`config.mk`:
```
export PLATFORM = sky130hd
export DESIGN_NAME = ula_float_divisor
export DESIGN_NICKNAME = d
export VERILOG_FILES = /design/src/rtl/ula_float_pkg.sv /design/src/rtl/ula_float_div_step.sv /design/src/rtl/ula_float_divisor.sv
export SDC_FILE = /design/constraint.sdc
export NUM_CORES = 1
export LEC_CHECK = 0
export BUFFER_PORTS_ARGS = -buffer_cell sky130_fd_sc_hd__buf_2
export CORE_AREA = 4 4 132 134
export CTS_BUF_LIST = sky130_fd_sc_hd__clkbuf_2 sky130_fd_sc_hd__clkbuf_4 sky130_fd_sc_hd__clkbuf_8
export DETAILED_ROUTE_END_ITERATION = 7
export DIE_AREA = 0 0 136 138
export HOLD_SLACK_MARGIN = 0.1
export PLACE_DENSITY = 0.91
export RECOVER_POWER = 25
export SLEW_MARGIN = 20
export SYNTH_ARGS = -nofsm -noshare
export SYNTH_HDL_FRONTEND = slang
export SYNTH_SLANG_ARGS = --single-unit
```
`constraint.sdc`:
```
create_clock -name clock -period 3.1 [get_ports clock]
set_clock_uncertainty 0.2 [all_clocks]
set_input_delay 0.465 -clock clock [delete_from_list [all_inputs] [get_ports clock]]
set_output_delay 0.465 -clock clock [all_outputs]
set_load 0.1 [all_outputs]
```
`src/rtl/ula_float_pkg.sv`:
```
// Shared float ALU definitions: mantissa widths, divider FSM encoding
// and the quotient pattern reported on divide-by-zero.
package ula_float_pkg;

  localparam int WIDTH_DEF     = 27;
  localparam int FRAC_BITS_DEF = 26;

  typedef logic [1:0] state_t;

  localparam state_t ST_IDLE   = 2'd0;
  localparam state_t ST_RUN    = 2'd1;
  localparam state_t ST_FINISH = 2'd2;

  // Every quotient bit is set on divide-by-zero.
  localparam logic DIV_ZERO_Q_FILL = 1'b1;

endpackage

```
`src/rtl/ula_float_div_step.sv`:
```
// One restoring division iteration: shift in a dividend bit,
// trial-subtract the divisor, emit one quotient bit.
module ula_float_div_step #(
  parameter int WIDTH = 27
) (
  input  logic [WIDTH:0]   partial_i,
  input  logic             msb_i,
  input  logic [WIDTH-1:0] divisor_i,
  output logic [WIDTH:0]   partial_o,
  output logic             q_bit_o
);

  logic [WIDTH:0] p;
  logic [WIDTH:0] dvs_ext;
  logic           unused_top;

  // Partial stays below divisor, so its top bit is always clear.
  assign unused_top = partial_i[WIDTH];

  always_comb begin
    p         = {partial_i[WIDTH-1:0], msb_i};
    dvs_ext   = {1'b0, divisor_i};
    q_bit_o   = (p >= dvs_ext);
    partial_o = q_bit_o ? (p - dvs_ext) : p;
  end

endmodule

```
`src/rtl/ula_float_divisor.sv`:
```
// Restoring shift-subtract mantissa divider, one quotient bit per clock.
// Optional sticky output enabled with ULA_FLOAT_DIV_STICKY_EN.
module ula_float_divisor
  import ula_float_pkg::*;
#(
  parameter  int WIDTH     = WIDTH_DEF,
  parameter  int FRAC_BITS = FRAC_BITS_DEF,
  localparam int QW        = WIDTH + FRAC_BITS,
  localparam int CW        = $clog2(QW + 1)
) (
  input  logic             clock,
  input  logic             reset,
  input  logic             start,
  input  logic [WIDTH-1:0] dividendo,
  input  logic [WIDTH-1:0] divisor,
  output logic             busy,
  output logic             done,
  output logic [QW-1:0]    quociente,
  output logic [WIDTH-1:0] resto,
  output logic             div_zero
`ifdef ULA_FLOAT_DIV_STICKY_EN
  ,
  output logic             sticky
`endif
);

  state_t           state_q, state_d;
  logic [QW-1:0]    dvd_q, dvd_d;
  logic [WIDTH-1:0] dvs_q, dvs_d;
  logic [WIDTH:0]   part_q, part_d;
  logic [CW-1:0]    cnt_q, cnt_d;
  logic             dzw_q, dzw_d;
  logic [QW-1:0]    quo_q, quo_d;
  logic [WIDTH-1:0] rem_q, rem_d;
  logic             dz_q, dz_d;
  logic             done_q, done_d;
  logic [WIDTH:0]   part_nxt;
  logic             q_bit;

  ula_float_div_step #(
    .WIDTH(WIDTH)
  ) u_step (
    .partial_i(part_q),
    .msb_i    (dvd_q[QW-1]),
    .divisor_i(dvs_q),
    .partial_o(part_nxt),
    .q_bit_o  (q_bit)
  );

  // The dividend register doubles as the quotient accumulator.
  always_comb begin
    state_d = state_q;
    dvd_d   = dvd_q;
    dvs_d   = dvs_q;
    part_d  = part_q;
    cnt_d   = cnt_q;
    dzw_d   = dzw_q;
    quo_d   = quo_q;
    rem_d   = rem_q;
    dz_d    = dz_q;
    done_d  = 1'b0;
    unique case (1'b1)
      (state_q == ST_IDLE): begin
        if (start) begin
          if (divisor != '0) begin
            state_d = ST_RUN;
            dvd_d   = {dividendo, {FRAC_BITS{1'b0}}};
            dvs_d   = divisor;
            part_d  = '0;
            cnt_d   = CW'(QW);
            dzw_d   = 1'b0;
          end else begin
            state_d = ST_FINISH;
            dvd_d   = {QW{DIV_ZERO_Q_FILL}};
            dvs_d   = divisor;
            part_d  = {1'b0, dividendo};
            cnt_d   = '0;
            dzw_d   = 1'b1;
          end
        end
      end
      (state_q == ST_RUN): begin
        dvd_d  = {dvd_q[QW-2:0], q_bit};
        part_d = part_nxt;
        cnt_d  = cnt_q - 1'b1;
        if (cnt_q == CW'(1))
          state_d = ST_FINISH;
      end
      (state_q == ST_FINISH): begin
        quo_d   = dvd_q;
        rem_d   = part_q[WIDTH-1:0];
        dz_d    = dzw_q;
        done_d  = 1'b1;
        state_d = ST_IDLE;
      end
      default: state_d = ST_IDLE;
    endcase
  end

  always_ff @(posedge clock) begin
    if (reset) begin
      state_q <= ST_IDLE;
      dvd_q   <= '0;
      dvs_q   <= '0;
      part_q  <= '0;
      cnt_q   <= '0;
      dzw_q   <= 1'b0;
      quo_q   <= '0;
      rem_q   <= '0;
      dz_q    <= 1'b0;
      done_q  <= 1'b0;
    end else begin
      state_q <= state_d;
      dvd_q   <= dvd_d;
      dvs_q   <= dvs_d;
      part_q  <= part_d;
      cnt_q   <= cnt_d;
      dzw_q   <= dzw_d;
      quo_q   <= quo_d;
      rem_q   <= rem_d;
      dz_q    <= dz_d;
      done_q  <= done_d;
    end
  end

`ifdef ULA_FLOAT_DIV_STICKY_EN
  logic sticky_q, sticky_d;

  always_comb begin
    sticky_d = sticky_q;
    if (state_q == ST_FINISH)
      sticky_d = |part_q[WIDTH-1:0];
  end

  always_ff @(posedge clock) begin
    if (reset) sticky_q <= 1'b0;
    else       sticky_q <= sticky_d;
  end

  assign sticky = sticky_q;
`endif

  assign busy      = (state_q == ST_RUN);
  assign done      = done_q;
  assign quociente = quo_q;
  assign resto     = rem_q;
  assign div_zero  = dz_q;

endmodule

```
# ---- Word level (Yosys, flattened, before mapping)
# Index checks and enable logic that the tools add are counted.
dict set report classes {
  shift 0
  n_lt_le_gt_ge 1
  div 0
  n_eq_ne 5
  n_mul 0
  addsub 2
  bitwise_logic 0
  muxes 16
  reduce_logical 6
}
# operator count
set op_table {}
lappend op_table {{53-bit two-way mux} 2}
lappend op_table {{53-bit case mux with 2 select lines} 1}
lappend op_table {{27-bit two-way mux} 3}
lappend op_table {{27-bit case mux with 2 select lines} 1}
lappend op_table {{28-bit by 27-bit greater-or-equal comparator with 1-bit output} 1}
lappend op_table {{27-bit nonzero test} 1}
lappend op_table {{27-bit subtractor} 1}
lappend op_table {{6-bit two-way mux} 2}
lappend op_table {{6-bit case mux with 2 select lines} 1}
lappend op_table {{6-bit by 1-bit == test with 1-bit output, second input constant} 1}
lappend op_table {{2-bit two-way mux} 3}
lappend op_table {{2-bit AND reduction} 3}
lappend op_table {{6-bit by 1-bit subtractor with 6-bit output, second input constant} 1}
lappend op_table {{2-bit case mux with 2 select lines} 1}
lappend op_table {{2-bit by 1-bit == test with 1-bit output, second input constant} 1}
lappend op_table {{2-bit == test, second input constant} 1}
lappend op_table {{2-bit logical NOT} 1}
lappend op_table {{1-bit two-way mux} 2}
lappend op_table {{2-bit by 1-bit != test with 1-bit output, second input constant} 1}
lappend op_table {{2-bit != test, second input constant} 1}
lappend op_table {{2-bit nonzero test} 1}
dict set report totals {
  out_inout_bits 83
  inputBits 57
  word_cells 40
  n_memories 0
  rom_bits 0
  reg_bits 198
  latchBits 0
  mem_bits_rw 0
}

# ---- Depth between registers and ports, before layout
# Gate-level depths: netlist of the first run.
dict set report logic_depth {
  ltp_word 4
  ltp_mapped 12
}

# ---- Cells and area by module
# A second synthesis of the first run with hierarchy kept.
dict set report unflattened {
  hier_cells 1251
  hier_area_um2 9775.6
}
# module n_inst seq_area_each_um2 area_each_um2 cells_each
set by_module_without_submodules {}
lappend by_module_without_submodules {ula_float_divisor 1 3983.8 7843.8 964}
lappend by_module_without_submodules {ula_float_div_step 1 0.0 1931.9 287}

# ---- Worst setup path before layout of the first run
# Ideal clock, no wire load.
dict set report synth_path {
  kind {register to register}
  startpoint {register dvs_q[16]}
  endpoint {register part_q[23]}
  path_buffers 0
  slack_ns 0.346
  stages_incl_launch_ff 10
  setup_time_ns 0.127
  arrival_time_ns 2.427
  required_ns 2.773
  cell_sequence {dfxtp_1 > inv_1 > ha_1 > and3_1 > a221o_1 > a2111oi_2 > a21oi_2 > a41oi_2 > a2111oi_0 > or3_1}
}
dict set report synth_between {
  elab_chain_cells 3
}
# element line_no
set synth_rtl {}
lappend synth_rtl {{from (decl)} ula_float_divisor.sv:29} ;# logic [WIDTH-1:0] dvs_q, dvs_d;
lappend synth_rtl {{from (signal assigned)} ula_float_divisor.sv:115} ;# dvs_q <= dvs_d;
lappend synth_rtl {{27-bit subtractor / 28-bit by 27-bit greater-or-equal comparator with 1-bit output (equally long branches)} {ula_float_div_step.sv:24, ula_float_div_step.sv:23}}
lappend synth_rtl {{27-bit two-way mux (*)} ula_float_div_step.sv:24} ;# partial_o = q_bit_o ? (p - dvs_ext) : p;
lappend synth_rtl {{27-bit case mux with 2 select lines (*)} ula_float_divisor.sv:62} ;# unique case (1'b1)
lappend synth_rtl {{to (signal assigned)} ula_float_divisor.sv:116} ;# part_q <= part_d;
lappend synth_rtl {{to (decl)} ula_float_divisor.sv:30} ;# logic [WIDTH:0] part_q, part_d;
# Mark *: on every way between the ends. The rest lies on a longest branch, timed or not.
# A chain may end at the register's enable or synchronous reset.

# ---- Final worst setup path of the first run
dict set report layout_path {
  startpoint {register part_q[4]}
  endpoint {register part_q[7]}
}
dict set report layout_between {
  elab_chain_cells 3
}
# element line_no
set layout_rtl {}
lappend layout_rtl {{27-bit subtractor / 28-bit by 27-bit greater-or-equal comparator with 1-bit output (equally long branches)} {ula_float_div_step.sv:24, ula_float_div_step.sv:23}}
lappend layout_rtl {{27-bit two-way mux (*)} ula_float_div_step.sv:24}
lappend layout_rtl {{27-bit case mux with 2 select lines (*)} ula_float_divisor.sv:62}
# Marked as above.

==> results of run 1 <==
[synth_stat cells, types with 4 or more instances]
| cell | number |
|---|---|
| nand2b_1 | 5 |
| clkbuf_1 | 69 |
| inv_1 | 40 |
| or3_1 | 4 |
| nor2_1 | 128 |
| a221oi_2 | 9 |
| dfxtp_1 | 198 |
| and3_1 | 6 |
| nand3_1 | 15 |
| o21a_1 | 9 |
| nor4_1 | 34 |
| a221oi_1 | 14 |
| ha_1 | 29 |
| nor2b_1 | 4 |
| xnor2_1 | 12 |
| a211oi_2 | 6 |
| o211ai_1 | 7 |
| xor2_1 | 6 |
| o21ai_0 | 15 |
| nor3_1 | 62 |
| buf_1 | 9 |
| nand2_1 | 254 |
| a21oi_1 | 139 |
| a21o_1 | 7 |
| a211oi_1 | 44 |
| a31oi_1 | 6 |
[cell families after synthesis]
group / Yosys count
multiplexers: 1
flip-flops: 198
AO/OA/AOI/OAI: 287
buffers and inverters: 125
adder cells (fa/ha/maj): 30
XOR/XNOR: 18
AND/OR/NAND/NOR: 537
[stage by stage]
| step | utilization | worst slack, ns | total power, uW | hold slack (ns) |
|---|---|---|---|---|
| 2_1_floorplan | - | 0.3456 | 4413 | 0.2323 |
| 3_3_place_gp | 0.6391 | 0.1106 | 4876 | 0.2399 |
| 3_5_place_dp | 0.6391 | -0.01693 | 4929 | 0.2435 |
| 4_1_cts | 0.6955 | 0.008209 | 6765 | 0.1037 |
| 5_1_grt | 0.7043 | -0.1200 | 7296 | 0.1208 |
| 6_report | 0.7043 | -0.01935 | 6998 | 0.1162 |
[worst max-delay path by stage]
stage,slack (ns),end,depth (start not counted)
after floorplan,0.35,part_q[23]$_SDFFE_PP0P_,9
after global placement,0.11,part_q[14]$_SDFFE_PP0P_,10
after detailed placement,-0.02,part_q[14]$_SDFFE_PP0P_,10
after CTS,0.008,part_q[14]$_SDFFE_PP0P_,11
after global routing,-0.12,part_q[7]$_SDFFE_PP0P_,12
final,-0.02,part_q[7]$_SDFFE_PP0P_,11
[area by class of cell]
class,count,area share
clock buffers,20,0.02236
clock inverters,12,0.01472
inverters,40,0.01309
multi-input cells,875,0.4425
repair buffers,232,0.1377
flip-flops and latches,198,0.3456
well taps,220,0.02399
[routing by layer]
metal	wire length [um]	up-vias	track usage
li1	-	4507	-
met1	11630	4462	0.3911
met2	12650	572	0.4480
met3	2851	123	0.06650
met4	1226	0	0.1172
met5	0	-	0
[flip-flops by register name (all words and copies together) (netlist names)]
| name | flops |
|---|---|
| dzw_q | 1 |
| resto | 27 |
| quociente | 53 |
| dvs_q | 27 |
| part_q | 27 |
| div_zero | 1 |
| cnt_q | 6 |
| done | 1 |
| state_q | 2 |
| dvd_q | 53 |
[power breakdown]
| group | internal, uW | leakage, uW | total (uW) | switching (uW) |
|---|---|---|---|---|
| sequential | 2710 | 0.00162 | 2860 | 148 |
| clock | 842 | 0.000205 | 1800 | 958 |
| combinational | 948 | 0.00280 | 2340 | 1390 |
[timing repair]
item | CTS | global route
resized for setup | 1 | 22
buffers inserted | 2 | 3
hold buffers | 47 | 0
gates cloned | 1 | 1
hold endpoints to repair | 47 | 0
endpoints found under the setup margin | 1 | 25
pin swaps | 2 | 6
[worst max-delay path, delay by kind of cell (launching register included)]
family          cells  cell delay (ns)
simple gates        3             0.55
compound gates      5             1.14
flops               1             0.41
buf+inv             2             0.35
fa+ha+maj           1             0.35
==> flow_metrics.py, run 1 <==
metrics = {
    "outcome": {
        "outcome": "finished with violations",
        "violations": "max-capacitance violations, max-slew violations, negative setup slack",
    },
    "yosys": {
        "ys_warn_count": 0,
        "avgSynthCellArea_sq_um": 7.849,
        "synth_top_family_by_area": "simple AND/OR/NAND/NOR gates",
        "synth_edf_count": 0,
        "synth_top_area_cell": "dfxtp_1",
        "ys_seq_area_frac": 0.4222,
        "synth_compound_area_frac": 0.2128,
        "synth-simple-area-share": 0.2522,
        "synth_top_area_frac": 0.4222,
        "synthXorXnorAreaFrac": 0.01679,
        "synth_seq_cells": 198,
        "synthCells": 1196,
        "synth_flop_cell": "dfxtp_1",
        "syn_nets": 1283,
        "synthArstFlopShare": 0,
        "synth_cell_types": 71,
        "muxShareOfSynthArea": 0.001066,
        "syn_area_sq_um": 9388,
        "synthAdderAreaFrac": 0.04078,
        "synthTopCellsByArea": "dfxtp_1 42%, nand2_1 10%, a21oi_1 7.4%",
    },
    "clock_network": {
        "cts_made_buffers": 17,
        "cts.sinks": 198,
        "insertion_delay_ns": 0.49,
        "cts_tree": "yes",
        "clockBufferDepth": 2,
        "clkTransAtPathRegs_ns": 0.10,
        "htreeDepth": 4,
        "clk_root_buffer_cell": "clkbuf_8",
    },
    "critical_path": {
        "path_class": "reg -> reg",
        "crit_slowest_cell": "dfxtp_1",
        "cp_max_fo": 11,
        "crit_arrival_ns": 3.27,
        "cp-start-kind": "flop",
        "worstReg2RegEnd": "part_q[7]$_SDFFE_PP0P_",
        "cp_data_required_time_ns": 3.25,
        "max_stage_delay_ns": 0.41,
        "startpoint": "part_q[4]$_SDFFE_PP0P_",
        "crit_path_end_kind": "flop",
        "r2r_slack_ns": -0.02,
        "worst_r2r_startpoint": "part_q[4]$_SDFFE_PP0P_",
        "ff2ff_path_depth": 11,
        "path_cells": "ha_2 > o21a_1 > or2_2 > o2111ai_4 > nand3_4 > a221oi_4 > buf_6 > nor2_4 > buf_12 > a221oi_1 > a211oi_1",
    },
    "floorplan": {
        "dieWidth_um": 136,
        "fp.coreArea_sq_um": 16290,
        "ioPinCount": 140,
        "start_util": 0.5763,
        "die_h_um": 138,
        "dieArea_sq_um": 18770,
        "num_rows": 47,
    },
    "placement": {
        "gp_congestion": 0.9154,
        "port_buffers": 139,
        "dp.cells": 1511,
        "placed_area_sq_um": 10410,
        "dpl.hpwl_mm": 17.96,
    },
    "grt": {
        "overflow": 0,
        "grt_max_degree": 93,
        "grt_pass1_wl_mm": 44.38,
        "grt_usage": 0.2895,
        "antenna_found_initial": 0,
        "grt_pass1_vias": 8959,
    },
    "routing": {
        "vias": 9664,
        "routedWlPerCell_um": 17.76,
        "drt-total-wl_mm": 28.36,
        "firstDrtPassIters": 6,
        "drt_drc_violations_left": 0,
        "vias_per_cell": 6.051,
        "drtIter0Drc": 1180,
        "ant_nets": 0,
    },
    "timing": {
        "post-route-min-period_ns": 3.119,
        "fmax_mhz": 320.6,
        "slew-limit-headroom": -0.1567,
        "tns_ns": -0.03237,
        "setup_viol": 2,
        "tightest_slew_ns": 1.735,
        "finalCritPeriodShare": 1.006,
        "hold_violations": 0,
        "setup_ws_ns": -0.01935,
        "report.final.slew_viol_count": 37,
    },
    "cells_and_area": {
        "regArea_sq_um": 3965,
        "nFillCells": 1175,
        "antenna_cells": 0,
        "multi_input_area_sq_um": 5076,
        "nets": 1451,
        "drive_above_1_share": 0.2019,
        "stdcell_count": 1597,
        "layout_commonest_cell": "nand2_1",
        "stdcell_area_sq_um": 11470,
        "area_growth_pct": 22.20,
        "layout_common_cells": "254 x nand2_1, 197 x dfxtp_1, 138 x a21oi_1, 137 x buf_2, 128 x nor2_1",
    },
    "run": {
        "max-cap-violations": 1,
    },
    "power": {
        "p_leak_uw": 0.004622,
        "power_per_cell_area_nw_per_um2": 610.0,
        "ir_drop_uv": 281.1,
    },
    "worst_hold_path": {
        "hp-class": "in -> reg",
        "hp-start": "dividendo[26]",
        "min_to": "dvd_q[52]$_SDFFE_PP0P_",
        "hold_depth": 3,
    },
}
Power figures use the tool's default switching activity.
==> run 2: changes to the inputs <==
Settings changed: CORE_AREA 4 4 132 134 to 2 2 130 132, DIE_AREA 0 0 136 138 to 0 0 132 134.
==> flow_metrics.py, run 2 (synthesis gave the netlist of run 1 again) <==
metrics = {
    "power": {
        "ir_drop_uv": 328.6,
        "p_leak_uw": 0.004473,
        "power_per_cell_area_nw_per_um2": 596.0,
    },
    "worst_hold_path": {
        "hp-class": "in -> reg",
        "hp-start": "dividendo[16]",
    },
    "clock_network": {
        "clockBufferDepth": 2,
        "cts_made_buffers": 17,
        "clk_root_buffer_cell": "clkbuf_8",
        "htreeDepth": 4,
        "insertion_delay_ns": 0.49,
        "clkTransAtPathRegs_ns": 0.11,
        "cts_tree": "yes",
        "cts.sinks": 198,
    },
    "placement": {
        "dp.cells": 1510,
        "port_buffers": 139,
        "dpl.hpwl_mm": 17.32,
        "gp_congestion": 0.8875,
    },
    "critical_path": {
        "crit_arrival_ns": 3.19,
        "cp-start-kind": "flop",
        "path_class": "reg -> reg",
        "cp_data_required_time_ns": 3.26,
        "ff2ff_path_depth": 12,
        "crit_path_end_kind": "flop",
        "crit_path_end": "part_q[6]$_SDFFE_PP0P_",
        "worst_r2r_startpoint": "dvs_q[5]$_SDFFE_PP0P_",
        "startpoint": "dvs_q[5]$_SDFFE_PP0P_",
        "worstReg2RegEnd": "part_q[6]$_SDFFE_PP0P_",
        "r2r_slack_ns": 0.07,
        "cp_max_fo": 11,
    },
    "cells_and_area": {
        "antenna_cells": 0,
        "layout_common_cells": "253 x nand2_1, 198 x dfxtp_1, 138 x a21oi_1, 128 x nor2_1, 105 x buf_2",
        "area_growth_pct": 21.19,
        "nFillCells": 1264,
        "stdcell_count": 1598,
        "nets": 1452,
        "drive_above_1_share": 0.1720,
        "layout_commonest_cell": "nand2_1",
    },
    "floorplan": {
        "start_util": 0.5763,
        "dieWidth_um": 132,
        "die_h_um": 134,
        "fp.coreArea_sq_um": 16290,
        "ioPinCount": 140,
        "num_rows": 47,
        "dieArea_sq_um": 17690,
    },
    "timing": {
        "slew-limit-headroom": -0.1093,
        "tns_ns": 0,
        "fmax_mhz": 329.6,
        "tightest_slew_ns": 1.664,
        "finalCritPeriodShare": 0.9788,
        "rsz0062_at_grt": "yes",
        "post-route-min-period_ns": 3.034,
        "report.final.slew_viol_count": 87,
        "setup_viol": 0,
        "hold_violations": 0,
    },
    "grt": {
        "grt_usage": 0.2984,
        "grt_max_degree": 87,
        "grt_pass1_vias": 8671,
        "grt_pass1_wl_mm": 43.17,
        "overflow": 0,
        "antenna_found_initial": 0,
    },
    "outcome": {
        "outcome": "finished with violations",
        "violations": "max-capacitance violations, max-slew violations",
    },
    "routing": {
        "routedWlPerCell_um": 16.73,
        "vias_per_cell": 5.898,
        "vias": 9425,
        "drt_drc_violations_left": 0,
        "drtIter0Drc": 1083,
        "drt-total-wl_mm": 26.73,
        "ant_nets": 0,
        "firstDrtPassIters": 6,
    },
    "run": {
        "max-cap-violations": 1,
    },
}
==> run 2: critical path, cell delays in order, from the launching register on <==
cell,delay (ns)
dfxtp_1,0.36
inv_1,0.05
ha_1,0.35
o21a_1,0.22
or2_2,0.32
o2111ai_4,0.13
nand3_4,0.13
a221oi_4,0.23
buf_4,0.19
nor2_4,0.08
buf_12,0.19
a221oi_1,0.31
a211oi_1,0.12
==> run 2: power breakdown <==
part / internal (uW) / leakage [uW] / switching, uW
clock: 694 / 0.000201 / 1010
combinational: 909 / 0.00266 / 1310
sequential: 2710 / 0.00162 / 148
==> run 2: worst min path at each step <==
stage                                      to  slack, ns  cells past startpoint
detailed placement  quociente[9]$_SDFFE_PP0P_       0.24                      2
CTS                    dvd_q[42]$_SDFFE_PP0P_       0.10                      3
global route           dvd_q[37]$_SDFFE_PP0P_       0.13                      3
global placement       resto[14]$_SDFFE_PP0P_       0.24                      2
finish                 dvd_q[42]$_SDFFE_PP0P_       0.12                      3
floorplan               div_zero$_SDFFE_PP0P_       0.23                      2
==> run 2: per-stage QoR <==
stage / utilization / hold WS (ns) / setup WS [ns] / instance area [sq um] / total power (uW)
floorplan: - / 0.2323 / 0.3456 / 9388 / 4413
global placement: 0.6401 / 0.2393 / 0.1277 / 10430 / 4873
detailed placement: 0.6401 / 0.2431 / 0.05822 / 10430 / 4915
CTS: 0.6954 / 0.1023 / 0.02569 / 11330 / 6633
global route: 0.6984 / 0.1286 / -0.04808 / 11380 / 7090
finish: 0.6984 / 0.1201 / 0.06562 / 11380 / 6781
==> run 2: what timing repair did <==
item,CTS,global route
endpoints found under the hold margin,49,0
hold buffers,49,0
gates resized for setup,0,10
endpoints found under the setup margin,0,23
setup buffers,0,6
==> run 2: layer usage <==
metal  global-route usage  routed length, um  vias to the layer above
met3              0.05291               2315                       78
met1               0.4035              11380                     4388
li1                     -                  -                     4505
met4               0.1153                806                        0
met2               0.4780              12230                      454
met5                    0                  0                        -
==> run 2: area by class of cell <==
cell class	instances	area, sq um	area share
clock inverter	14	162.7	0.01430
timing repair buffer	234	1569	0.1379
tap	220	275.3	0.02419
clock buffer	18	247.7	0.02177
inverter	40	150.1	0.01320
multi-input combinational	874	5009	0.4402
sequential	198	3964	0.3484
==> run 3: changes to the inputs <==
Settings changed: CORE_AREA 2 2 130 132 to 2 2 127 129, DIE_AREA 0 0 132 134 to 0 0 129 131, PLACE_DENSITY 0.91 to 0.94.
Clock period 3.1 ns to 3.8 ns, I/O delays scaled along.
==> flow_metrics.py, run 3 (synthesis gave the netlist of run 1 again) <==
metrics = {
    "critical_path": {
        "path_cells": "inv_1 > ha_1 > fa_1 > nor2b_4 > o31a_4 > o2111ai_4 > nand3_4 > a221oi_4 > nor2_4 > and3_1 > or3_1",
        "crit_arrival_ns": 3.38,
        "crit_slowest_cell": "a221oi_4",
        "critical_path_buf_inv_count": 1,
        "crit_path_end_kind": "flop",
        "cp-start-kind": "flop",
        "path_class": "reg -> reg",
        "cp_max_fo": 19,
        "path_delay_family": "compound AO/OA/AOI/OAI gates",
        "max_stage_delay_ns": 0.46,
        "cp_data_required_time_ns": 3.97,
    },
    "floorplan": {
        "die_h_um": 131,
        "dieWidth_um": 129,
        "ioPinCount": 140,
        "dieArea_sq_um": 16900,
        "start_util": 0.6019,
        "num_rows": 46,
        "fp.coreArea_sq_um": 15600,
    },
    "routing": {
        "vias": 9010,
        "vias_per_cell": 5.943,
        "routedWlPerCell_um": 16.23,
        "drtIter0Drc": 1027,
        "drt_drc_violations_left": 0,
        "firstDrtPassIters": 6,
        "ant_nets": 0,
        "drt-total-wl_mm": 24.61,
    },
    "grt": {
        "grt_pass1_vias": 8105,
        "antenna_found_initial": 0,
        "grt_usage": 0.2910,
        "grt_pass1_wl_mm": 39.63,
        "grt_max_degree": 70,
        "overflow": 0,
    },
    "cells_and_area": {
        "nFillCells": 1303,
        "area_growth_pct": 12.01,
        "nets": 1374,
        "layout_commonest_cell": "nand2_1",
        "layout_common_cells": "253 x nand2_1, 198 x dfxtp_1, 139 x a21oi_1, 128 x nor2_1, 114 x buf_2",
        "drive_above_1_share": 0.1615,
        "antenna_cells": 0,
        "utilization": 0.6742,
    },
    "timing": {
        "rsz0062_at_grt": "no",
        "slew-limit-headroom": 0.009900,
        "whs_ns": 0.1218,
        "post-route-min-period_ns": 3.213,
        "hold_violations": 0,
        "tns_ns": 0,
        "finalCritPeriodShare": 0.8456,
        "report.final.slew_viol_count": 0,
        "setup_viol": 0,
        "tightest_slew_ns": 1.485,
        "fmax_mhz": 311.2,
    },
    "clock_network": {
        "cts.sinks": 198,
        "cts_setup_buffers": 0,
        "cts_tree": "yes",
        "htreeDepth": 4,
        "clk_root_buffer_cell": "clkbuf_8",
        "insertion_delay_ns": 0.48,
        "cts_hold_buf": 0,
        "clkTransAtPathRegs_ns": 0.10,
        "ctsResizeCount": 0,
        "cts_made_buffers": 17,
        "clockBufferDepth": 2,
    },
    "power": {
        "ir_drop_uv": 277.1,
        "p_leak_uw": 0.004122,
        "power_per_cell_area_nw_per_um2": 500.6,
    },
    "placement": {
        "dpl.hpwl_mm": 17.43,
        "gp_congestion": 0.8903,
        "port_buffers": 139,
    },
    "run": {
        "max-cap-violations": 0,
    },
    "worst_hold_path": {
        "hp-class": "in -> reg",
    },
    "outcome": {
        "outcome": "completed",
    },
}
run 3: changes by cell type in the layout (fill, tap and decap cells not counted), moves of 6 or more:
cell	previous run	this run
buf_12	6	0
clkbuf_1	33	24
buf_2	105	114
dlygate4sd3_1	49	0
buf_4	39	16
run 3: cell type report:
cell class                 instances  area (sq um)  share of cell area
inverter                          40         150.1             0.01428
tap                              216         270.3             0.02570
clock inverter                    14         137.6             0.01309
clock buffer                      18         247.7             0.02356
timing repair buffer             157         802.0             0.07627
multi-input combinational        873          4943              0.4701
sequential                       198          3964              0.3770
run 3: where the power goes:
group	switching (uW)	internal, uW
Clock	813	501
Sequential	133	2210
Combinational	992	614
run 3: worst register-to-register path: cells and delay by family (launching register included):
kind / cells / cell delay [ns]
flip-flops: 1 / 0.37
buffers and inverters: 1 / 0.08
AO/OA/AOI/OAI: 3 / 1.01
AND/OR/NAND/NOR: 5 / 0.99
adder cells (fa/ha/maj): 2 / 0.44
run 3: final timing paths:
path                                   from                        end  slack (ns)  depth (start not counted)
hold reg to reg   quociente[5]$_SDFFE_PP0P_  quociente[5]$_SDFFE_PP0P_        0.26                          2
hold / removal                  divisor[22]     dvs_q[22]$_SDFFE_PP0P_        0.12                          3
setup reg to reg     dvd_q[52]$_SDFFE_PP0P_    part_q[23]$_SDFFE_PP0P_        0.59                         11
setup / recovery     dvd_q[52]$_SDFFE_PP0P_    part_q[23]$_SDFFE_PP0P_        0.59                         11
run 3: stage by stage:
stage	power (uW)	setup slack (ns)	cells	area, sq um
detailed placement	3945	0.6753	1484	10170
finish	5264	0.5867	1516	10520
CTS	5233	0.6404	1516	10550
global route	5515	0.3999	1516	10520
floorplan	3600	0.9694	1196	9388
global placement	3898	0.7870	1484	10170
run 3: routing by layer:
metal / track usage / routed length, um
met5: 0 / 0
met4: 0.1087 / 649
met3: 0.04764 / 2059
met2: 0.4637 / 11310
met1: 0.4002 / 10590
